`config.mk`:
```
export PLATFORM = sky130hd
export DESIGN_NAME = rv32_multicycle_ctrl
export DESIGN_NICKNAME = d
export VERILOG_FILES = /design/src/rtl/rv32_ctrl_pkg.sv /design/src/rtl/rv32_main_decoder.sv /design/src/rtl/rv32_multicycle_ctrl.sv
export SDC_FILE = /design/constraint.sdc
export NUM_CORES = 1
export LEC_CHECK = 0
export CAP_MARGIN = 30
export CORE_MARGIN = 5
export CORE_UTILIZATION = 47
export CTS_CLUSTER_SIZE = 8
export DETAILED_ROUTE_END_ITERATION = 7
export HOLD_SLACK_MARGIN = 0.12
export PLACE_DENSITY = 0.8
export SYNTH_ARGS = -nofsm -noshare
export SYNTH_HDL_FRONTEND = slang
export SYNTH_SLANG_ARGS = --single-unit
```
`constraint.sdc`:
```
create_clock -name clk -period 3.3 [get_ports clk]
set_input_delay 0.66 -clock clk [delete_from_list [all_inputs] [get_ports clk]]
set_output_delay 0.66 -clock clk [all_outputs]
set_load 0.01 [all_outputs]
```
`src/rtl/rv32_ctrl_pkg.sv`:
```
// Shared definitions for the femtoRV32 multi-cycle control path.
// Holds the opcode[6:2] constants, the control FSM state type, the datapath
// select encodings, the trap cause encoding and the decoded instruction class.
package rv32_ctrl_pkg;

  // Major opcodes, IR[6:2]
  localparam logic [4:0] OPC_LOAD   = 5'b00000;
  localparam logic [4:0] OPC_OP_IMM = 5'b00100;
  localparam logic [4:0] OPC_AUIPC  = 5'b00101;
  localparam logic [4:0] OPC_STORE  = 5'b01000;
  localparam logic [4:0] OPC_OP     = 5'b01100;
  localparam logic [4:0] OPC_LUI    = 5'b01101;
  localparam logic [4:0] OPC_BRANCH = 5'b11000;
  localparam logic [4:0] OPC_JALR   = 5'b11001;
  localparam logic [4:0] OPC_JAL    = 5'b11011;
  localparam logic [4:0] OPC_SYSTEM = 5'b11100;

  typedef enum logic [2:0] {
    StIdle, StFetch, StDecode, StExec, StMem, StWb, StHalt, StTrap
  } state_e;

  typedef enum logic [1:0] {
    PcPlus4 = 2'b00, PcImm = 2'b01, PcJalr = 2'b10
  } pc_src_e;

  typedef enum logic [1:0] {
    AluARs1 = 2'b00, AluAPc = 2'b01, AluAZero = 2'b10
  } alu_src_a_e;

  typedef enum logic [1:0] {
    AluOpAdd = 2'b00, AluOpBranch = 2'b01, AluOpFunct = 2'b10
  } alu_op_e;

  typedef enum logic [1:0] {
    WbAlu = 2'b00, WbMem = 2'b01, WbPc4 = 2'b10
  } wb_sel_e;

  typedef enum logic [1:0] {
    CauseNone = 2'b00, CauseIllegal = 2'b01, CauseBusTimeout = 2'b10
  } trap_cause_e;

  typedef enum logic [3:0] {
    ClsArithR, ClsArithI, ClsLoad, ClsStore, ClsBranch, ClsJal, ClsJalr,
    ClsLui, ClsAuipc, ClsSystem, ClsIllegal
  } instr_class_e;

endpackage

```
`src/rtl/rv32_main_decoder.sv`:
```
// Main opcode decoder: maps IR[6:2] to an instruction class.
// Purely combinational; also used by the single-cycle path.
// Ports:
//   opcode       in  5  IR[6:2]
//   instr_class  out    decoded class, ClsIllegal for unsupported opcodes
module rv32_main_decoder
  import rv32_ctrl_pkg::*;
(
  input  logic [4:0]   opcode,
  output instr_class_e instr_class
);

  always_comb begin
    instr_class = ClsIllegal;
    case (opcode)
      OPC_OP:     instr_class = ClsArithR;
      OPC_OP_IMM: instr_class = ClsArithI;
      OPC_LOAD:   instr_class = ClsLoad;
      OPC_STORE:  instr_class = ClsStore;
      OPC_BRANCH: instr_class = ClsBranch;
      OPC_JAL:    instr_class = ClsJal;
      OPC_JALR:   instr_class = ClsJalr;
      OPC_LUI:    instr_class = ClsLui;
      OPC_AUIPC:  instr_class = ClsAuipc;
      OPC_SYSTEM: instr_class = ClsSystem;
      default:    instr_class = ClsIllegal;
    endcase
  end

endmodule

```
`src/rtl/rv32_multicycle_ctrl.sv`:
```
// Multi-cycle control FSM for femtoRV32.
// Sequences FETCH/DECODE/EXEC/MEM/WB over a single wait-stated memory port and
// drives the datapath selects and strobes. Stops in HALT on SYSTEM and in TRAP
// on an illegal opcode or a memory access that exceeds WAIT_TIMEOUT wait cycles.
// Ports:
//   clk, rst_n            clock, asynchronous active-low reset
//   opcode, funct3        fields of the latched instruction register
//   branch_taken          branch comparator result (used in EXEC)
//   mem_ready             current memory access completes this cycle
//   mem_req, mem_we       memory request / store qualifier
//   ir_we, pc_we, pc_src  instruction register and PC update control
//   alu_src_a/b, alu_op   ALU operand and operation selects
//   wb_sel, reg_we        register file writeback control
//   instret               one pulse per retired instruction
//   halted, trap,
//   trap_cause            sticky stop status
module rv32_multicycle_ctrl
  import rv32_ctrl_pkg::*;
#(
  parameter int unsigned WAIT_TIMEOUT = 15,
  parameter bit          EN_SYSTEM    = 1'b1
) (
  input  logic       clk,
  input  logic       rst_n,
  input  logic [4:0] opcode,
  input  logic [2:0] funct3,
  input  logic       branch_taken,
  input  logic       mem_ready,
  output logic       mem_req,
  output logic       mem_we,
  output logic       ir_we,
  output logic       pc_we,
  output logic [1:0] pc_src,
  output logic [1:0] alu_src_a,
  output logic       alu_src_b,
  output logic [1:0] alu_op,
  output logic [1:0] wb_sel,
  output logic       reg_we,
  output logic       instret,
  output logic       halted,
  output logic       trap,
  output logic [1:0] trap_cause
);

  localparam int unsigned CntW =
      ($clog2(WAIT_TIMEOUT + 1) > 4) ? $clog2(WAIT_TIMEOUT + 1) : 4;
  // Only meaningful when WAIT_TIMEOUT > 0
  localparam logic [CntW-1:0] TimeoutLast = CntW'(WAIT_TIMEOUT - 1);

  state_e          state_q;
  logic [CntW-1:0] wait_cnt_q;
  trap_cause_e     cause_q;
  instr_class_e    cls;
  logic            timeout;

  // funct3 is decoded by the ALU, not by the sequencer
  logic unused_funct3;
  assign unused_funct3 = ^funct3;

  rv32_main_decoder u_main_decoder (
    .opcode      (opcode),
    .instr_class (cls)
  );

  // Last allowed wait cycle of a FETCH/MEM access without ready
  assign timeout = (WAIT_TIMEOUT != 0) && !mem_ready && (wait_cnt_q == TimeoutLast);

  always_ff @(posedge clk or negedge rst_n) begin
    if (!rst_n) begin
      state_q    <= StIdle;
      wait_cnt_q <= '0;
      cause_q    <= CauseNone;
    end else begin
      unique case (state_q)
        StIdle: begin
          state_q    <= StFetch;
          wait_cnt_q <= '0;
        end
        StFetch: begin
          if (mem_ready) begin
            state_q    <= StDecode;
            wait_cnt_q <= '0;
          end else if (timeout) begin
            state_q <= StTrap;
            cause_q <= CauseBusTimeout;
          end else begin
            wait_cnt_q <= wait_cnt_q + CntW'(1);
          end
        end
        StDecode: begin
          if (cls == ClsIllegal || (cls == ClsSystem && !EN_SYSTEM)) begin
            state_q <= StTrap;
            cause_q <= CauseIllegal;
          end else if (cls == ClsSystem) begin
            state_q <= StHalt;
          end else begin
            state_q <= StExec;
          end
        end
        StExec: begin
          wait_cnt_q <= '0;
          case (cls)
            ClsLoad, ClsStore:         state_q <= StMem;
            ClsBranch, ClsJal, ClsJalr: state_q <= StFetch;
            default:                   state_q <= StWb;
          endcase
        end
        StMem: begin
          if (mem_ready) begin
            state_q    <= (cls == ClsLoad) ? StWb : StFetch;
            wait_cnt_q <= '0;
          end else if (timeout) begin
            state_q <= StTrap;
            cause_q <= CauseBusTimeout;
          end else begin
            wait_cnt_q <= wait_cnt_q + CntW'(1);
          end
        end
        StWb: begin
          state_q    <= StFetch;
          wait_cnt_q <= '0;
        end
        StHalt, StTrap: state_q <= state_q;
        default:        state_q <= StIdle;
      endcase
    end
  end

  always_comb begin
    mem_req   = 1'b0;
    mem_we    = 1'b0;
    ir_we     = 1'b0;
    pc_we     = 1'b0;
    pc_src    = PcPlus4;
    alu_src_a = AluARs1;
    alu_src_b = 1'b0;
    alu_op    = AluOpAdd;
    wb_sel    = WbAlu;
    reg_we    = 1'b0;
    instret   = 1'b0;
    halted    = 1'b0;
    trap      = 1'b0;
    unique case (state_q)
      StFetch: begin
        mem_req = 1'b1;
        ir_we   = mem_ready;
      end
      StExec: begin
        case (cls)
          ClsArithR: alu_op = AluOpFunct;
          ClsArithI: begin
            alu_op    = AluOpFunct;
            alu_src_b = 1'b1;
          end
          ClsLui: begin
            alu_src_a = AluAZero;
            alu_src_b = 1'b1;
          end
          ClsAuipc: begin
            alu_src_a = AluAPc;
            alu_src_b = 1'b1;
          end
          ClsLoad, ClsStore: alu_src_b = 1'b1;
          ClsBranch: begin
            alu_op  = AluOpBranch;
            pc_we   = 1'b1;
            pc_src  = branch_taken ? PcImm : PcPlus4;
            instret = 1'b1;
          end
          ClsJal: begin
            pc_src  = PcImm;
            pc_we   = 1'b1;
            reg_we  = 1'b1;
            wb_sel  = WbPc4;
            instret = 1'b1;
          end
          ClsJalr: begin
            pc_src    = PcJalr;
            alu_src_b = 1'b1;
            pc_we     = 1'b1;
            reg_we    = 1'b1;
            wb_sel    = WbPc4;
            instret   = 1'b1;
          end
          default: ;
        endcase
      end
      StMem: begin
        mem_req = 1'b1;
        mem_we  = (cls == ClsStore);
        // A store retires in MEM; a load retires in WB
        if (cls == ClsStore && mem_ready) begin
          pc_we   = 1'b1;
          instret = 1'b1;
        end
      end
      StWb: begin
        reg_we  = 1'b1;
        wb_sel  = (cls == ClsLoad) ? WbMem : WbAlu;
        pc_we   = 1'b1;
        instret = 1'b1;
      end
      StHalt:  halted = 1'b1;
      StTrap:  trap   = 1'b1;
      default: ;
    endcase
  end

  assign trap_cause = cause_q;

endmodule

```
==> results.toml, run 1 <==
[outcome]
outcome = "finished, final reports clean"

[synthesis]
yosysTopAreaCellShare = 0.216
synthTopCellsByArea = "dfrtp_1 22%, ha_1 9.6%, nor3_1 4.3%, nor2_1 4.3%, nand2_1 4.0%"
synth_fp_nets = 150
synth_top_area_cell = "dfrtp_1"
synth-seq-cells = 9
postSynthCellCount = 130
synth_most_common_cell = "nor2_1"
synth_edf_count = 0
ys_warn_count = 0
synth_ff_type = "dfrtp_1"
synth_cell_type_count = 47
synthTopCellsByCount = "12 x nor2_1, 11 x nand2_1, 9 x dfrtp_1, 9 x nor3_1"
netlist_area_um2 = 1040
seq_area_frac_synth = 0.216
synth-async-reset-ratio = 1.00
syn-mean-instance-area_um2 = 8.03

[finish]
num-fill-cells = 174
drive_gt1_frac = 0.263
nNetsFinal = 200
final_area_um2 = 1530
area_growth_pct = 46.4
num_antenna_cells = 0

[clocking]
clock_path_buffers = 2
cts_hold_buf = 0
path_clk_slew_ns = 0.06
clock-sinks = 9
cts_tree = "yes"
clkLatencyLatePin_ns = 0.26
cts_buffers = 3
h-tree-depth = 1
cts-root-buf = "clkbuf_4"

[global_routing]
grt_max_degree = 16
grt_pass1_wl_mm = 4.80
antenna_found_initial = 0
grt_pass1_vias = 1137
grt_usage = 0.181
gr-total-overflow = 0

[sta]
skew_ns = 0.00338
period_minus_slack_ns = 3.17
finalHoldViolCount = 0
drv_slew = 0
finalSetupViolCount = 0
setup_ws_ns = 0.133
slew_headroom = 0.724
fin_crit_sh = 0.960
whs_ns = 0.501
fmax_mhz = 316
worst_slew_pin_slew_ns = 0.413

[critical_path]
worstPathRequired_ns = 2.64
startpoint_type = "input port"
rrSetupSlack_ns = 1.41
critPathCaptureType = "output pin"
path_class = "input port to output pin"
crit_fanout = 4
worstPathArrival_ns = 2.51

[drt]
viasPerCell = 5.66
wl_mm = 2.87
ant_nets = 0
wl_per_cell_um = 13.9
drcViolationCount = 0
drt_pass1_iterations = 4
drt_first_iter_violations = 36
via_count = 1171

[place]
portBuffers = 27
gp_congestion = 0.876
post-place-ws_ns = -0.464
placed_area_um2 = 1490
hpwl_mm = 2.26

[min_path]
hold_class = "register to register"

[power]
power_leakage_nw = 0.766
power_mw = 0.737
powerDensity_nw_per_um2 = 482
ir_drop_mv = 0.407

[floorplanning]
die_w_um = 57.1
die_h_um = 57.1
initial_core_util = 0.481
core_um2 = 2170
dieArea_um2 = 3260
rows = 17
io_pins = 31

[job]
maxCapViolCount = 0
## cell type report
class	instances	area, um^2	share of cell area
tap	28	35.0	0.0229
sequential	9	225	0.147
timing repair buffer	52	443	0.290
multi-input combinational	106	768	0.503
clock buffer	4	26.3	0.0172
inverter	8	30.0	0.0197
## flip-flops by register name (all words and copies together), names as in the netlist
register / cells
wait_cnt_q: 4
state_q: 3
trap_cause: 2
## critical path: stages
cell	delay [ns]
dlygate4sd2_1	0.24
inv_2	0.07
ha_1	0.27
or3b_4	0.42
nand2_2	0.07
o21ai_2	0.05
nor2_1	0.13
buf_4	0.13
nor3_2	0.04
nand2b_1	0.13
dlygate4sd2_1	0.28
## metal layers
| layer | global-route usage | vias up | share of wire |
|---|---|---|---|
| li1 | - | 573 | - |
| met1 | 0.200 | 557 | 0.40 |
| met2 | 0.334 | 33 | 0.54 |
| met3 | 0.0317 | 8 | 0.041 |
| met4 | 0.0795 | 0 | 0.021 |
| met5 | 0 | - | 0 |
## final timing paths
check | startpoint | endpoint | cells past startpoint
worst max-delay path | opcode[1] | reg_we | 11
worst min-delay path | wait_cnt_q[3] | wait_cnt_q[3] | 1
worst max register to register | state_q[1] | wait_cnt_q[0] | 5
worst min register to register | wait_cnt_q[3] | wait_cnt_q[3] | 1
max in group asynchronous | rst_n | trap_cause[0] | 1
min in group asynchronous | rst_n | wait_cnt_q[0] | 1
## logic make-up (layout without fill, tap and decap cells)
| kind of cell | count (synthesis) | in the layout | synth area share |
|---|---|---|---|
| compound gates | 33 | 33 | 0.252 |
| xor+xnor | 2 | 2 | 0.0168 |
| fa+ha+maj | 8 | 8 | 0.0959 |
| buf+inv | 15 | 64 | 0.0731 |
| flops | 9 | 9 | 0.216 |
| mux | 1 | 1 | 0.0144 |
| simple gates | 62 | 62 | 0.332 |
## placed cells by master, fill, tap and decap left out, types with 4 or more instances in the layout
cell type	netlist	layout
clkdlybuf4s50_1	0	9
ha_1	8	8
nand2b_1	5	5
inv_1	8	6
dfrtp_1	9	9
dlygate4sd2_1	0	14
nor2_1	12	11
nand2_1	11	10
o21ai_0	8	8
buf_4	5	25
nand3_1	4	4
nor3_1	9	8
## stage by stage
stage | instances | util | setup TNS, ns
2_1_floorplan | 130 | - | 0
3_3_place_gp | 203 | 0.687 | -3.94
3_5_place_dp | 203 | 0.687 | -4.51
4_1_cts | 207 | 0.696 | 0
5_1_grt | 207 | 0.704 | -0.00422
6_report | 207 | 0.704 | 0
## where the power goes
group          internal [mW]  switching [mW]  total (mW)
Clock                 0.0467          0.0394      0.0861
Sequential             0.137          0.0663       0.204
Combinational          0.214           0.232       0.447
## repair_timing
item                       CTS  global route
hold endpoints to repair     0             0
pin swaps                    3             0
setup buffers                0             0
resized for setup           24             6
setup endpoints to repair   13            12
(Power assumes the default switching activity.)
==> inputs of run 2 (changes only) <==
Settings changed: SLEW_MARGIN set to 30, SYNTH_HIERARCHICAL set to 1.
==> run 2 against run 1 <==
Compared with the run above: design area did not move; clock-buffer cell count did not move; combinational power rose by 0.9%; sequential share of layout area did not move; worst setup slack got worse by 0.099 ns; global-route usage fell by 0.27 points; clock skew rose by 0.0048 ns; die area fell by 1.0%; sequential cell count did not move; first-iteration DRC count fell by 33%.
==> results.toml, run 2 <==
[power]
p_int_mw = 0.406
power_mw = 0.760
powerDensity_nw_per_um2 = 497
power_leakage_nw = 0.713
swShare = 0.466
ir_drop_mv = 0.414
clkPwrFrac = 0.117
power_switching_mw = 0.354
power_frac_seq = 0.290
combPwrFrac = 0.593

[clocking]
clock_path_buffers = 2
clkLatencyLatePin_ns = 0.27
cts_tree = "yes"
cts-root-buf = "clkbuf_4"
clock-sinks = 9
h-tree-depth = 1
cts_buffers = 3
path_clk_slew_ns = 0.06

[min_path]
whs_endpoint = "trap_cause[1]"
min-delay-start = "trap_cause[1]"
worstHoldPathCells = 1
hold_class = "register to register"

[drt]
via_count = 1144
ant_nets = 0
wl_mm = 3.00
drcViolationCount = 0
wl_per_cell_um = 14.6
viasPerCell = 5.58
drt_pass1_iterations = 4
drt_first_iter_violations = 24

[sta]
worst_slew_pin_slew_ns = 0.493
fmax_mhz = 306
fin_crit_sh = 0.990
tns_ns = 0
setup_ws_ns = 0.0345
finalHoldViolCount = 0
period_minus_slack_ns = 3.27
skew_ns = 0.00820
finalSetupViolCount = 0
drv_slew = 0
slew_headroom = 0.672

[finish]
num-fill-cells = 173
num_antenna_cells = 0
layout_commonest_cell = "buf_4"
largest_reg_flops = 4
final_area_um2 = 1530
final_cell_mix = "21 x buf_4, 11 x nor2_1, 11 x clkdlybuf4s50_1"
drive_gt1_frac = 0.299
area_growth_pct = 48.2
top_register = "wait_cnt_q"
multi_input_area_um2 = 812
regArea_um2 = 225
final_cell_count_no_fill = 205
nNetsFinal = 197

[synthesis]
seq_area_frac_synth = 0.218
synth_cell_type_count = 51
yosysTopAreaCellShare = 0.218
synth_most_common_cell = "nor2_1"
postSynthCellCount = 135
syn-mean-instance-area_um2 = 7.64
synth_top_area_cell = "dfrtp_1"
synth_ff_type = "dfrtp_1"
synthTopCellsByArea = "dfrtp_1 22%, ha_1 8.5%, nor2_1 4.4%, nand2_1 4.0%, a21oi_1 3.9%"
synth-seq-cells = 9
netlist_area_um2 = 1030
synth_edf_count = 0
synth_fp_nets = 154
synthTopCellsByCount = "12 x nor2_1, 11 x nand2_1, 9 x dfrtp_1, 9 x inv_1, 8 x a21oi_1"
ys_warn_count = 6
synth-async-reset-ratio = 1.00

[floorplanning]
die_h_um = 56.8
initial_core_util = 0.480
core_um2 = 2150
die_w_um = 56.8
io_pins = 31
dieArea_um2 = 3230
rows = 17

[critical_path]
r2r_start = "wait_cnt_q[0]"
timing.rr.end = "wait_cnt_q[2]"
crit_fanout = 5
rrSetupSlack_ns = 1.53
worstPathRequired_ns = 2.64
startpoint_type = "input port"
path_class = "input port to output pin"
worstPathArrival_ns = 2.61
rr_worst_depth = 6
critPathCaptureType = "output pin"

[global_routing]
top_usage_layer = "met2"
gr-total-overflow = 0
antenna_found_initial = 0
grt_pass1_wl_mm = 4.63
grt_max_degree = 17
grt_pass1_vias = 1089
grt_use_met1 = 0.197
grt_usage = 0.178
use_met3 = 0.0230
gr-usage-met2 = 0.337

[place]
place_inst = 198
post-place-ws_ns = -0.644
portBuffers = 27
placed_area_um2 = 1410
hpwl_mm = 2.26
gp_congestion = 0.828

[job]
maxCapViolCount = 0

[outcome]
outcome = "finished, final reports clean"
## run 2: cell count changes after synthesis, moves of 3 or more
| cell | before | now |
|---|---|---|
| o21ai_1 | 0 | 6 |
| buf_4 | 5 | 2 |
| buf_2 | 1 | 7 |
| a21oi_1 | 3 | 8 |
| o21ai_0 | 8 | 2 |
| o31ai_1 | 3 | 0 |
| nor3_1 | 9 | 6 |
## run 2: kinds of logic (layout without fill, tap and decap cells)
| group | count (synthesis) | after routing | share of synthesized area |
|---|---|---|---|
| mux | 2 | 2 | 0.0206 |
| flops | 9 | 9 | 0.218 |
| compound gates | 36 | 36 | 0.234 |
| fa+ha+maj | 7 | 7 | 0.0849 |
| buf+inv | 20 | 62 | 0.0959 |
| xor+xnor | 4 | 4 | 0.0340 |
| simple gates | 57 | 57 | 0.312 |
## run 2: power groups by stage
stage,combinational (mW),sequential [mW],clock [mW]
2_1_floorplan,0.342,0.162,0
3_3_place_gp,0.429,0.214,0
6_report,0.451,0.220,0.0891
4_1_cts,0.438,0.216,0.0912
5_1_grt,0.494,0.229,0.0948
3_5_place_dp,0.447,0.220,0
## run 2: metal layers
layer  vias to the layer above  routed length [um]
li1                        566                   -
met1                       536                1210
met2                        35                1580
met3                         7                 144
met4                         0                  60
met5                         -                   0
## run 2: worst max path at each step
stage | end | start | slack [ns]
final | pc_we | opcode[4] | 0.03
after global routing | instret | opcode[4] | -0.06
after CTS | pc_we | opcode[0] | -0.01
after detailed placement | pc_we | opcode[1] | -0.64
after global placement | pc_we | opcode[1] | -0.51
after floorplan | pc_we | opcode[1] | 0.37
## run 2: cell type report
class | instances | share of cell area
clock buffers | 4 | 0.0172
inverters | 10 | 0.0246
multi-input cells | 106 | 0.532
flip-flops and latches | 9 | 0.147
well taps | 28 | 0.0229
repair buffers | 48 | 0.256
## run 2: repair_timing
action                     in CTS  in global routing
hold buffers                    0                  0
gates resized for setup        45                 18
setup buffers                   2                  1
setup endpoints to repair      13                 12
pin swaps                       4                  5
## run 2: worst max-delay path: stages
cell             delay (ns)
clkdlybuf4s50_1        0.49
buf_4                  0.17
nand2b_4               0.09
o22ai_4                0.20
o2bb2ai_4              0.15
nand2_1                0.09
or4_1                  0.51
nand3_2                0.10
buf_2                  0.13
## run 2: stage by stage
stage / hold WS (ns) / utilization
final: 0.541 / 0.711
after global routing: 0.577 / 0.711
after CTS: 0.540 / 0.685
after detailed placement: 0.526 / 0.656
after global placement: 0.508 / 0.656
after floorplan: 0.364 / -
